### src/rtl/pipe_buf_pkg.sv
// Shared constants for the credit-buffered pipeline output and its wrapper.
// Holds the legal FIFO depth range and the credit/occupancy counter width.
package pipe_buf_pkg;

   localparam int DEPTH_MIN = 2;
   localparam int DEPTH_MAX = 16;

   // Width needed to hold any value 0..depth inclusive.
   function automatic int credit_w(input int depth);
      return $clog2(depth + 1);
   endfunction

endpackage

### src/rtl/sync_fifo.sv
// Synchronous FIFO with wrap-around pointers and an occupancy counter.
// A push while full is accepted only when a pop frees the head slot in the same cycle.
module sync_fifo
   import pipe_buf_pkg::*;
#(
   parameter int DATA_WIDTH = 32,
   parameter int DEPTH      = 4
) (
   input  logic                          clk,
   input  logic                          rst,
   input  logic                          push,
   input  logic                          pop,
   input  logic [DATA_WIDTH-1:0]         wdata,
   output logic [DATA_WIDTH-1:0]         rdata,
   output logic [credit_w(DEPTH)-1:0]    count,
   output logic                          full,
   output logic                          empty
);

   localparam int PW = (DEPTH > 1) ? $clog2(DEPTH) : 1;
   localparam int CW = credit_w(DEPTH);

   logic [DATA_WIDTH-1:0] mem [DEPTH];
   logic [PW-1:0]         wr_ptr;
   logic [PW-1:0]         rd_ptr;
   logic                  do_push;
   logic                  do_pop;

   function automatic logic [PW-1:0] next_ptr(input logic [PW-1:0] p);
      return (p == PW'(DEPTH - 1)) ? '0 : p + 1'b1;
   endfunction

   assign full    = (count == CW'(DEPTH));
   assign empty   = (count == '0);
   assign do_pop  = pop && !empty;
   assign do_push = push && (!full || do_pop);
   assign rdata   = mem[rd_ptr];

   // Storage is intentionally left out of reset; rdata is meaningless while empty.
   always_ff @(posedge clk) begin
      if (do_push)
         mem[wr_ptr] <= wdata;
   end

   always_ff @(posedge clk) begin
      if (rst) begin
         wr_ptr <= '0;
         rd_ptr <= '0;
         count  <= '0;
      end else begin
         if (do_push)
            wr_ptr <= next_ptr(wr_ptr);
         if (do_pop)
            rd_ptr <= next_ptr(rd_ptr);
         case ({do_push, do_pop})
            2'b10:   count <= count + 1'b1;
            2'b01:   count <= count - 1'b1;
            default: count <= count;
         endcase
      end
   end

endmodule

### src/rtl/pipe_out_credit_buffer.sv
// Credit-based output buffer for a stitched pipeline: the producer spends a credit per
// issue, the result lands in a FIFO, and the credit returns when downstream pops it.
module pipe_out_credit_buffer
   import pipe_buf_pkg::*;
#(
   parameter int DATA_WIDTH = 32,
   parameter int DEPTH      = 4
) (
   input  logic                          clk,
   input  logic                          rst,
   input  logic                          issue,
   output logic                          can_issue,
   input  logic                          pipe_valid,
   input  logic [DATA_WIDTH-1:0]         pipe_data,
   output logic                          out_valid,
   input  logic                          out_ready,
   output logic [DATA_WIDTH-1:0]         out_data,
   output logic [$clog2(DEPTH+1)-1:0]    count,
   output logic                          err_underflow_credit,
   output logic                          err_overflow
);

   localparam int CW = credit_w(DEPTH);

   if (DEPTH < DEPTH_MIN || DEPTH > DEPTH_MAX) begin : g_bad_depth
      $error("pipe_out_credit_buffer: DEPTH out of range");
   end

   logic [CW-1:0] credits;
   logic          full;
   logic          empty;
   logic          pop;
   logic          issue_ok;

   assign can_issue = (credits != '0);
   assign out_valid = !empty;
   assign pop       = out_valid && out_ready;
   assign issue_ok  = issue && can_issue;

   sync_fifo #(
      .DATA_WIDTH (DATA_WIDTH),
      .DEPTH      (DEPTH)
   ) u_fifo (
      .clk   (clk),
      .rst   (rst),
      .push  (pipe_valid),
      .pop   (pop),
      .wdata (pipe_data),
      .rdata (out_data),
      .count (count),
      .full  (full),
      .empty (empty)
   );

   // Credits saturate at DEPTH so an illegal extra push cannot wrap the counter.
   always_ff @(posedge clk) begin
      if (rst) begin
         credits              <= CW'(DEPTH);
         err_underflow_credit <= 1'b0;
         err_overflow         <= 1'b0;
      end else begin
         if (issue_ok && !pop)
            credits <= credits - 1'b1;
         else if (!issue_ok && pop && credits != CW'(DEPTH))
            credits <= credits + 1'b1;
         if (issue && !can_issue)
            err_underflow_credit <= 1'b1;
         if (pipe_valid && full && !pop)
            err_overflow <= 1'b1;
      end
   end

   a_credit_range: assert property (@(posedge clk) disable iff (rst) credits <= CW'(DEPTH));

endmodule
### config.mk
export PLATFORM = sky130hd
export DESIGN_NAME = pipe_out_credit_buffer
export DESIGN_NICKNAME = d
export VERILOG_FILES = /design/src/rtl/pipe_buf_pkg.sv /design/src/rtl/sync_fifo.sv /design/src/rtl/pipe_out_credit_buffer.sv
export SDC_FILE = /design/constraint.sdc
export NUM_CORES = 1
export LEC_CHECK = 0
export BUFFER_PORTS_ARGS = -buffer_cell sky130_fd_sc_hd__clkbuf_2
export CORE_ASPECT_RATIO = 0.6
export CORE_MARGIN = 2
export CORE_UTILIZATION = 38
export DETAILED_ROUTE_END_ITERATION = 10
export GPL_ROUTABILITY_DRIVEN = 0
export PLACE_DENSITY = 0.67
export RECOVER_POWER = 50
export SLEW_MARGIN = 20
export SYNTH_ARGS = -nofsm -noshare
export SYNTH_HDL_FRONTEND = slang
export SYNTH_HIERARCHICAL = 1
export SYNTH_SLANG_ARGS = --single-unit
### constraint.sdc
create_clock -name clk -period 4.37 [get_ports clk]
set_input_delay 0.437 -clock clk [delete_from_list [all_inputs] [get_ports clk]]
set_output_delay 0.437 -clock clk [all_outputs]
set_load 0.01 [all_outputs]
==> out/results.tsv <==
stage	metric	value	unit
setup_path	worst_path_max_fanout	8	
routing	route.antenna.remaining_nets	0	
synthesis	post_synth_inst_count	256	
synthesis	synthesis.nets	301	
sta	hold-worst-slack	0.294	ns
place	place.port_buffers	75	
setup_path	timing.critical_path.to_type	flop	
clock_network	tritoncts	yes	
layout	post_layout_nonfiller_instances	547	
sta	fin_setup_tns	0	ns
routing	drcViolationCount	0	
synthesis	syn_area	5420	um2
clock_network	clk_transition_reported_paths	0.06	ns
synthesis	ys_ff_latch	142	
setup_path	worst_ep_required_time	4.71	ns
synthesis	synth_compound_gate_area_share	2.42	%
floorplanning	ioPinCount	76	
setup_path	cp_slowest_cell	sky130_fd_sc_hd__or4b_1	
synthesis	largest_family_of_logic_cells_by_synthesized_area	multiplexers	
power	worst_ir_drop_vdd	0.219	mV
floorplanning	chipWidth	158	um
sta	slew_at_the_pin_with_the_worst_max_slew_slack	1.45	ns
sta	final-hold-violation-count	0	
setup_path	worstSetupPathType	reg2reg	
clock_network	h-tree-depth	4	
synthesis	yosys.area_share.xor_xnor	0.485	%
place	place.detailed.instances	515	
power	power.leakage	2.13	nW
layout	utilization	47.0	%
setup_path	cp_cell_sequence	nor3_1, nand2b_1, inv_1, or4b_1, and2_0, inv_1, ha_1, inv_1, fa_1, xor2_1, or3_1, a21oi_1	
floorplanning	initial_utilization	39.3	%
global_route	vias_in_the_first_global_route	2869	
synthesis	postSynthAreaPerCell	21.2	um2
global_route	globalRouteOverflowTotal	0	
layout	antenna-diode-count	0	
clock_network	number_of_buffers_inserted_by_hold_repair_at_cts	0	
global_route	grt_first_pass_wirelength	15600	um
synthesis	yosysSeqAreaShare	76.1	%
sta	max_slew_margin	3.30	%
layout	fillerInstances	1190	
floorplanning	core_area	13800	um2
routing	avgViaCountPerCell	4.93	
layout	drive_above_1_share	27.3	%
global_route	pin_count_of_the_biggest_net_entering_global_routing	33	
min_path	hold_depth	1	
clock_network	clkLatencyLatePin	0.41	ns
setup_path	timing.critical_path.slowest_cell_delay	0.61	ns
routing	routed_wire_length_per_instance	18.4	um
floorplanning	fp-row-count	33	
power	power-per-cell-area	556	nW/um2
sta	period_minus_slack	3.42	ns
run_status	status	finished clean	
routing	totalWireLength	10100	um
routing	route.vias.total	2699	
clock_network	max-clock-path-buffers	2	
place	post-dp-hpwl	6120	um
routing	initialDrtViolationCount	164	
synthesis	yosys.area.top_type	sky130_fd_sc_hd__edfxtp_1	
synthesis	synth_top_cells_by_area	sky130_fd_sc_hd__edfxtp_1 71%, sky130_fd_sc_hd__mux4_2 13%, sky130_fd_sc_hd__dfxtp_1 5.2%	
sta	grt_setup_unrepaired	no	
floorplanning	die_area	15300	um2
synthesis	yosysWarnings	6	
synthesis	simple_gate_fraction_of_synth_area	3.28	%
sta	min_period_over_period	78.2	%
job	drv.max_cap_violation_count	0	
setup_path	worst_path_most_repeated_cell	sky130_fd_sc_hd__inv_1	
routing	drt_first_pass_iters	4	
sta	slew_violations	0	
synthesis	synth.distinct_cells	36	
setup_path	reg2reg_setup_slack	0.95	ns
global_route	grt_antenna_before_repair	0	
sta	worst_clock_skew	0.0116	ns
min_path	worst_hold_path_type	in2reg	
setup_path	crit_arrival	3.76	ns
clock_network	clock_tree.root_cell	sky130_fd_sc_hd__clkbuf_16	
floorplanning	die_height	96.5	um
setup_path	crit_family	simple AND/OR/NAND/NOR gates	
clock_network	number_of_clock_sinks	142	
synthesis	synth_adder_area_share	2.12	%
clock_network	cts-buffers-inserted	17	
sta	timing.fmax	293	MHz
layout	finalNetCount	387	
synthesis	muxShareOfSynthArea	13.7	%
global_route	global_route.usage.total	14.3	%
setup_path	type_of_origin_of_the_critical_path	flop	
sta	final-setup-viol-count	0	
layout	syn_to_final_growth	19.7	%
clock_network	cts-resized-gates	0	
setup_path	r2r_cells	12	
setup_path	worstPathBufferInverterCount	3	
setup_path	critical_path_cell_count	12	
synthesis	synthDominantCellAreaShare	70.9	%
clock_network	cts_setup_buffers	0	
logic make-up after synthesis:
| logic type | after synthesis |
|---|---|
| flip-flops | 142 |
| multiplexers | 34 |
| AND/OR/NAND/NOR | 29 |
| buffers and inverters | 22 |
| AO/OA/AOI/OAI | 18 |
| adder cells (fa/ha/maj) | 8 |
| XOR/XNOR | 3 |
worst reg2reg max path, cell delays in order (launching register included):
cell and delay, ns:
sky130_fd_sc_hd__dfxtp_1 0.36, sky130_fd_sc_hd__nor3_1 0.33, sky130_fd_sc_hd__nand2b_1 0.37, sky130_fd_sc_hd__inv_1 0.10
sky130_fd_sc_hd__or4b_1 0.61, sky130_fd_sc_hd__and2_0 0.28, sky130_fd_sc_hd__inv_1 0.08, sky130_fd_sc_hd__ha_1 0.19
sky130_fd_sc_hd__inv_1 0.07, sky130_fd_sc_hd__fa_1 0.37, sky130_fd_sc_hd__xor2_1 0.16, sky130_fd_sc_hd__or3_1 0.31
sky130_fd_sc_hd__a21oi_1 0.14
where the power goes:
part / internal [mW] / switching, mW
Clock: 0.838 / 0.542
Combinational: 0.248 / 0.302
Sequential: 1.59 / 0.0787
Total: 2.68 / 0.923
per-layer routing:
metal | global-route usage [%] | wire [um] | share of wire, % | vias to the layer above
met1 | 18.7 | 4690 | 47 | 1398
met3 | 5.40 | 579 | 5.7 | 8
met2 | 22.4 | 4730 | 47 | 76
li1 | - | - | - | 1217
met5 | 0 | 0 | 0 | -
met4 | 4.73 | 76 | 0.75 | 0
final cells by class:
type                            count  area (um2)  share of cell area [%]
Inverter                           13        48.8                   0.753
Clock inverter                     14         145                    2.24
Tap cell                          192         240                    3.71
Sequential cell                   142        4130                    63.6
Timing Repair Buffer               76         324                    5.00
Multi-Input combinational cell     92        1170                    18.1
Clock buffer                       18         429                    6.62
synthesized netlist by cell type:
| cell | instances |
|---|---|
| sky130_fd_sc_hd__edfxtp_1 | 128 |
| sky130_fd_sc_hd__mux4_2 | 32 |
| sky130_fd_sc_hd__dfxtp_1 | 14 |
| sky130_fd_sc_hd__inv_1 | 13 |
| sky130_fd_sc_hd__nor2_1 | 8 |
| sky130_fd_sc_hd__a21oi_1 | 6 |
| sky130_fd_sc_hd__ha_1 | 6 |
| sky130_fd_sc_hd__and3_2 | 4 |
| sky130_fd_sc_hd__buf_2 | 4 |
| sky130_fd_sc_hd__nor3_1 | 3 |
| sky130_fd_sc_hd__o21ai_0 | 3 |
| sky130_fd_sc_hd__xor2_1 | 3 |
| sky130_fd_sc_hd__a31oi_1 | 2 |
| sky130_fd_sc_hd__buf_1 | 2 |
| sky130_fd_sc_hd__clkbuf_1 | 2 |
| sky130_fd_sc_hd__fa_1 | 2 |
| sky130_fd_sc_hd__nand2_1 | 2 |
| sky130_fd_sc_hd__nand3_1 | 2 |
| sky130_fd_sc_hd__o31ai_2 | 2 |
| sky130_fd_sc_hd__or3_1 | 2 |
| sky130_fd_sc_hd__a2111oi_2 | 1 |
| sky130_fd_sc_hd__a211o_1 | 1 |
| sky130_fd_sc_hd__a221oi_1 | 1 |
| sky130_fd_sc_hd__a31o_1 | 1 |
| sky130_fd_sc_hd__and2_1 | 1 |
| sky130_fd_sc_hd__and2_4 | 1 |
| sky130_fd_sc_hd__and3_1 | 1 |
| sky130_fd_sc_hd__buf_8 | 1 |
| sky130_fd_sc_hd__mux2i_1 | 1 |
| sky130_fd_sc_hd__mux2i_2 | 1 |
| sky130_fd_sc_hd__nand2b_4 | 1 |
| sky130_fd_sc_hd__nand4b_1 | 1 |
| sky130_fd_sc_hd__nor2b_1 | 1 |
| sky130_fd_sc_hd__nor4b_1 | 1 |
| sky130_fd_sc_hd__o31ai_1 | 1 |
| sky130_fd_sc_hd__or4b_4 | 1 |
layout by cell type (no fill, tap or decap), types with 4 or more instances in the layout:
master and n:
sky130_fd_sc_hd__edfxtp_1 128, sky130_fd_sc_hd__and3_2 4, sky130_fd_sc_hd__nor2_1 8, sky130_fd_sc_hd__a21oi_1 6
sky130_fd_sc_hd__inv_1 13, sky130_fd_sc_hd__clkinvlp_4 5, sky130_fd_sc_hd__mux4_2 32, sky130_fd_sc_hd__ha_1 6
sky130_fd_sc_hd__dfxtp_1 13, sky130_fd_sc_hd__clkbuf_2 28, sky130_fd_sc_hd__clkbuf_16 17, sky130_fd_sc_hd__clkbuf_1 48
stage by stage:
stage / instance area (um2) / power, mW / worst slack [ns]
3_5_place_dp: 5990 / 2.29 / 1.29
4_1_cts: 6570 / 3.68 / 1.26
6_report: 6480 / 3.60 / 0.952
3_3_place_gp: 5990 / 2.27 / 1.39
5_1_grt: 6480 / 3.77 / 0.716
2_1_floorplan: 5420 / 2.08 / 1.45
state kept, by name, summed over array words and instances, names as in the netlist, named ones only:
signal / cells
u_fifo/rd_ptr: 2
credits: 3
u_fifo/mem: 128
u_fifo/count: 3
err_underflow_credit: 1
u_fifo/wr_ptr: 2
err_overflow: 1
final timing paths:
path	start	endpoint
hold / removal	pipe_data[19]	u_fifo/mem[2][19]
setup / recovery	u_fifo/count[2]	u_fifo/count[2]
hold reg to reg	err_underflow_credit	err_underflow_credit
setup reg to reg	u_fifo/count[2]	u_fifo/count[2]
Note: power is estimated with default switching activity, not from simulation.
